<file path="config.mk">
export PLATFORM = sky130hd
export DESIGN_NAME = bf_data_arbiter
export DESIGN_NICKNAME = d
export VERILOG_FILES = /design/src/rtl/bf_pkg.sv /design/src/rtl/bf_out_fifo.sv /design/src/rtl/bf_data_arbiter.sv
export SDC_FILE = /design/constraint.sdc
export NUM_CORES = 1
export LEC_CHECK = 0
export CAP_MARGIN = 10
export CORE_MARGIN = 1
export CORE_UTILIZATION = 35
export DETAILED_ROUTE_END_ITERATION = 8
export PLACE_DENSITY = 0.82
export SLEW_MARGIN = 30
export SYNTH_ARGS = -nofsm -noshare
export SYNTH_HDL_FRONTEND = slang
export SYNTH_SLANG_ARGS = --single-unit
</file>
<file path="constraint.sdc">
create_clock -name clk -period 2.15 [get_ports clk]
set_input_delay 0.215 -clock clk [delete_from_list [all_inputs] [get_ports clk]]
set_output_delay 0.215 -clock clk [all_outputs]
set_load 0.005 [all_outputs]
</file>
<file path="src/rtl/bf_pkg.sv">
// rtl/bf_pkg.sv - shared widths and return-FSM encoding for the data arbiter
package bf_pkg;

  localparam int BF_AWIDTH = 12;
  localparam int BF_DWIDTH = 16;

  typedef enum logic [1:0] {
    RET_IDLE    = 2'd0,
    RET_CPU_RD  = 2'd1,
    RET_HOST_RD = 2'd2
  } ret_state_e;

endpackage

</file>
<file path="src/rtl/bf_out_fifo.sv">
// rtl/bf_out_fifo.sv - output stream FIFO fed by core writes
// Power-of-two depth; storage is not reset, only pointers and occupancy.
module bf_out_fifo #(
  parameter int DWIDTH = 16,
  parameter int DEPTH  = 4
) (
  input  logic              clk,
  input  logic              rst,
  input  logic              push,
  input  logic [DWIDTH-1:0] push_data,
  input  logic              pop,
  output logic [DWIDTH-1:0] data,
  output logic              full,
  output logic              empty
);

  localparam int PW = $clog2(DEPTH);
  localparam int CW = PW + 1;

  logic [DWIDTH-1:0] mem_q [DEPTH];
  logic [PW-1:0]     wr_ptr_q, rd_ptr_q;
  logic [CW-1:0]     count_q, count_d;
  logic              do_push, do_pop;

  assign full    = (count_q == CW'(DEPTH));
  assign empty   = (count_q == '0);
  assign do_pop  = pop & ~empty;
  // a full FIFO still takes the word when a pop frees a slot in the same cycle
  assign do_push = push & (~full | do_pop);

  always_comb begin
    count_d = count_q;
    if (do_push && !do_pop) begin
      count_d = count_q + CW'(1);
    end else if (do_pop && !do_push) begin
      count_d = count_q - CW'(1);
    end
  end

  always_ff @(posedge clk or posedge rst) begin
    if (rst) begin
      wr_ptr_q <= '0;
      rd_ptr_q <= '0;
      count_q  <= '0;
    end else begin
      if (do_push) wr_ptr_q <= wr_ptr_q + PW'(1);
      if (do_pop)  rd_ptr_q <= rd_ptr_q + PW'(1);
      count_q <= count_d;
    end
  end

  always_ff @(posedge clk) begin
    if (do_push) mem_q[wr_ptr_q] <= push_data;
  end

  assign data = mem_q[rd_ptr_q];

endmodule

</file>
<file path="src/rtl/bf_data_arbiter.sv">
// rtl/bf_data_arbiter.sv - data SRAM arbiter between core and host, plus core stream ports
// The core owns the SRAM whenever it asks; the host fills idle cycles.
module bf_data_arbiter
  import bf_pkg::*;
#(
  parameter int AWIDTH      = BF_AWIDTH,
  parameter int DWIDTH      = BF_DWIDTH,
  parameter int OFIFO_DEPTH = 4
) (
  input  logic              clk,
  input  logic              rst,
  input  logic [AWIDTH-1:0] cpu_adr,
  input  logic [DWIDTH-1:0] cpu_wdata,
  input  logic              cpu_w_req,
  input  logic              cpu_w_sel,
  input  logic              cpu_r_req,
  input  logic              cpu_r_sel,
  output logic [DWIDTH-1:0] cpu_rdata,
  output logic              cpu_den,
  input  logic              host_req,
  input  logic              host_we,
  input  logic [AWIDTH-1:0] host_adr,
  input  logic [DWIDTH-1:0] host_wdata,
  output logic              host_gnt,
  output logic [DWIDTH-1:0] host_rdata,
  output logic              host_rvalid,
  output logic [AWIDTH-1:0] mem_adr,
  output logic [DWIDTH-1:0] mem_wdata,
  output logic              mem_we,
  output logic              mem_re,
  input  logic [DWIDTH-1:0] mem_rdata,
  input  logic [DWIDTH-1:0] in_data,
  input  logic              in_valid,
  output logic              in_ready,
  output logic [DWIDTH-1:0] out_data,
  output logic              out_valid,
  input  logic              out_ready,
  output logic              ovf
);

  ret_state_e state_q, state_d;
  logic       ovf_q, ovf_d;
  logic       cpu_mem_wr, cpu_mem_rd, cpu_mem_acc, cpu_in_rd;
  logic       host_grant;
  logic       ofifo_push, ofifo_full, ofifo_empty;

  assign cpu_mem_wr  = cpu_w_req & ~cpu_w_sel;
  assign cpu_mem_rd  = cpu_r_req & ~cpu_r_sel;
  assign cpu_mem_acc = cpu_mem_wr | cpu_mem_rd;
  assign cpu_in_rd   = cpu_r_req & cpu_r_sel;
  assign host_grant  = host_req & ~cpu_mem_acc;
  assign host_gnt    = host_grant;

  always_comb begin
    if (cpu_mem_acc) begin
      mem_adr   = cpu_adr;
      mem_wdata = cpu_wdata;
      mem_we    = cpu_mem_wr;
      mem_re    = cpu_mem_rd;
    end else begin
      mem_adr   = host_adr;
      mem_wdata = host_wdata;
      mem_we    = host_grant & host_we;
      mem_re    = host_grant & ~host_we;
    end
  end

  always_ff @(posedge clk or posedge rst) begin
    if (rst) begin
      state_q <= RET_IDLE;
    end else begin
      state_q <= state_d;
    end
  end

  always_comb begin
    state_d = RET_IDLE;
    if (cpu_mem_rd) begin
      state_d = RET_CPU_RD;
    end else if (host_grant && !host_we) begin
      state_d = RET_HOST_RD;
    end
  end

  always_comb begin
    cpu_rdata   = '0;
    cpu_den     = 1'b0;
    in_ready    = 1'b0;
    host_rdata  = '0;
    host_rvalid = 1'b0;
    case (state_q)
      RET_CPU_RD: begin
        cpu_rdata = mem_rdata;
        cpu_den   = 1'b1;
      end
      RET_HOST_RD: begin
        host_rdata  = mem_rdata;
        host_rvalid = 1'b1;
      end
      default: ;
    endcase
    // a pending memory return owns cpu_rdata; the stream word stays unconsumed
    if (cpu_in_rd && state_q != RET_CPU_RD) begin
      in_ready  = 1'b1;
      cpu_den   = in_valid;
      cpu_rdata = in_valid ? in_data : '0;
    end
  end

  assign ofifo_push = cpu_w_req & cpu_w_sel;
  assign out_valid  = ~ofifo_empty;

  bf_out_fifo #(
    .DWIDTH(DWIDTH),
    .DEPTH (OFIFO_DEPTH)
  ) u_out_fifo (
    .clk      (clk),
    .rst      (rst),
    .push     (ofifo_push),
    .push_data(cpu_wdata),
    .pop      (out_ready),
    .data     (out_data),
    .full     (ofifo_full),
    .empty    (ofifo_empty)
  );

  assign ovf_d = ovf_q | (ofifo_push & ofifo_full & ~out_ready);

  always_ff @(posedge clk or posedge rst) begin
    if (rst) begin
      ovf_q <= 1'b0;
    end else begin
      ovf_q <= ovf_d;
    end
  end

  assign ovf = ovf_q;

endmodule

</file>
==> results.json <==
{
  "cts_max_path_buffers": 2,
  "wl_um": 9180,
  "tightest_slew_ns": 0.416,
  "ys_types": 30,
  "dr.pass1.iters": 4,
  "clk_pin_slew_ns": 0.09,
  "grt_max_degree": 19,
  "antenna_cells": 0,
  "synth_seq_cells": 74,
  "antenna_left": 0,
  "crit_path_cell_trace": "buf_6 -> mux4_2 -> clkdlybuf4s50_1",
  "min_path_type": "primary input to asynchronous set/reset pin",
  "first_global_vias": 2761,
  "viasPerCell": 4.68,
  "grt_overflow": 0,
  "io_buffer_count": 181,
  "clock-sinks": 74,
  "die_x_um": 104,
  "core_um2": 9910,
  "crit_slowest_cell": "mux4_2",
  "clockRootBuffer": "clkbuf_8",
  "clkPwrFrac_pct": 21.4,
  "slew_viol_final": 0,
  "syn_nets": 311,
  "finalPower_uw": 4760,
  "skew_ns": 0.00710,
  "slew_headroom_pct": 72.2,
  "critPathRequiredTime_ns": 1.93,
  "area_growth_pct": 64.4,
  "netlist_instances": 207,
  "min_period_over_period_pct": 98.3,
  "syn_area_um2": 3630,
  "place.gp.congestion": 0.777,
  "crit_path_end_kind": "output port",
  "cap_viol_max_count": 0,
  "vias": 2587,
  "grt_pass1_wl_um": 14100,
  "setup_violations": 0,
  "start_util_pct": 36.6,
  "tritoncts": "done",
  "cts_hold_buf": 0,
  "outcome": "finished, final reports clean",
  "numCtsBuffers": 9,
  "drt_iter0_markers": 156,
  "layoutNonFillerInstCount": 553,
  "netSwitchingPower_uw": 1350,
  "layout_commonest_cell": "clkdlybuf4s50_1",
  "cts.htree.levels": 3,
  "pwr-share-seq_pct": 39.4,
  "timing_hold_violations_final": 0,
  "worst-path-buf-inv": 2,
  "path_max_fanout": 9,
  "grt_antenna_before_repair": 0,
  "final_util_pct": 60.3,
  "drive_gt1_share_pct": 24.3,
  "worst_skew_pair.late_latency_ns": 0.34,
  "dp_hpwl_um": 6680,
  "grtUsageMet2_pct": 28.4,
  "rsz0062_at_grt": "yes",
  "placed_cells": 528,
  "num_io_pins": 182,
  "comb_power_share_pct": 39.1,
  "ys_seq_area_share_pct": 59.8,
  "setup_slack_ns": 0.0361,
  "internal_power_uw": 3410,
  "ir_drop_mv": 0.362,
  "post-place-ws_ns": -0.116,
  "crit_type": "flop to output port",
  "avgSynthCellArea_um2": 17.5,
  "fin_crit_ns": 2.11,
  "crit_family": "buffers and inverters",
  "swShare_pct": 28.4,
  "timing.critical_path.arrival_ns": 1.90,
  "wl_per_cell_um": 16.6,
  "busiest_layer": "met2",
  "nets": 519,
  "drcViolationCount": 0,
  "rows": 36,
  "power.density_nw_per_um2": 797,
  "startpoint_type": "flop",
  "yosys_warnings": 0,
  "die_height_um": 104,
  "leakage_uw": 0.00242,
  "grt_usage_pct": 16.8,
  "dieArea_um2": 10800,
  "use_met3_pct": 4.64,
  "max_freq_mhz": 473,
  "most-common-layout-cells": "clkdlybuf4s50_1, edfxtp_1, dlygate4sd2_1, and2_1, mux2_4",
  "slowest_delay_ns": 0.53,
  "met1_usage_pct": 21.0
}
## cell usage after synthesis
library cell | number | area [um2]
nor2_2 | 1 | 6.26
mux2_2 | 10 | 113
and2_4 | 1 | 8.76
nor4b_2 | 1 | 15.0
inv_1 | 6 | 22.5
clkbuf_1 | 2 | 7.51
buf_2 | 2 | 10.0
mux2_4 | 20 | 300
buf_4 | 2 | 15.0
nand3_1 | 3 | 15.0
fa_1 | 1 | 20.0
a31o_2 | 1 | 8.76
dfrtp_1 | 10 | 250
or2_2 | 1 | 6.26
edfxtp_1 | 64 | 1920
or3_1 | 1 | 6.26
nand2_1 | 4 | 15.0
and2_1 | 20 | 125
xor2_1 | 2 | 17.5
mux4_2 | 16 | 360
xnor2_1 | 4 | 35.0
o21ai_0 | 1 | 5.00
nor2_1 | 3 | 11.3
ha_1 | 5 | 62.6
nor2b_1 | 2 | 12.5
buf_12 | 2 | 40.0
nand2b_4 | 2 | 27.5
a22o_1 | 16 | 140
nor3b_4 | 1 | 18.8
buf_6 | 3 | 33.8
## stage by stage
stage	instance area (um2)	hold slack [ns]	TNS (ns)
after floorplan	3630	0.0552	0
after global routing	5970	0.201	-0.392
after global placement	5680	0.458	-1.55
final	5970	0.159	0
after CTS	5860	0.168	0
after detailed placement	5680	0.479	-1.91
## area by class of cell
cell class,instances,area [um2]
fill,802,3940
sequential,74,2170
timing repair buffer,208,2070
multi-input combinational,116,1340
tap,133,166
clock buffer,9,124
clock inverter,7,70.1
inverter,6,22.5
## flip-flops by register name (all words and copies together), names as in the netlist
signal,flops
ovf,1
u_out_fifo.count_q,3
state_q,2
u_out_fifo.wr_ptr_q,2
u_out_fifo.rd_ptr_q,2
u_out_fifo.mem_q,64
## worst paths after layout
kind	from	to	slack, ns	depth (start not counted)
worst max-delay path	u_out_fifo.rd_ptr_q[0]	out_data[4]	0.04	3
worst min-delay path	rst	u_out_fifo.count_q[2]	0.16	2
worst max register to register	u_out_fifo.count_q[1]	u_out_fifo.count_q[2]	0.10	8
worst min register to register	u_out_fifo.rd_ptr_q[1]	u_out_fifo.rd_ptr_q[1]	0.50	1
max in group asynchronous	rst	u_out_fifo.count_q[1]	1.68	2
min in group clk	cpu_r_req	state_q[0]	0.30	4
## worst reg2reg max path, cell delays in order, from the launching register on
cell     delay (ns)
dfrtp_2        0.44
or3_4          0.39
nand2_2        0.10
ha_2           0.19
inv_1          0.05
fa_1           0.37
xor2_1         0.15
nor2_1         0.13
xor2_1         0.16
## layer usage
metal	vias up	part of all wire, %
li1	1219	-
met2	103	51
met4	0	0.95
met1	1257	42
met3	8	5.6
met5	-	0
## cells by family after synthesis
group | Yosys count | synth area share, %
flip-flops | 74 | 59.8
buffers and inverters | 17 | 3.55
adder cells (fa/ha/maj) | 6 | 2.27
XOR/XNOR | 6 | 1.45
multiplexers | 46 | 21.3
AO/OA/AOI/OAI | 18 | 4.24
AND/OR/NAND/NOR | 40 | 7.37
## what timing repair did
item	4_1_cts	5_1_grt
resized for setup	36	13
gates cloned	0	1
pin swaps	1	2
endpoints found under the setup margin	40	29
buffers inserted	1	7
## power groups by stage
stage / Sequential [uW] / Clock, uW / Combinational [uW]
2_1_floorplan: 1880 / 0 / 931
3_3_place_gp: 1880 / 0 / 1860
3_5_place_dp: 1900 / 0 / 1900
4_1_cts: 1870 / 1060 / 1880
5_1_grt: 1900 / 1110 / 2010
6_report: 1880 / 1020 / 1860
(Power assumes the default switching activity.)
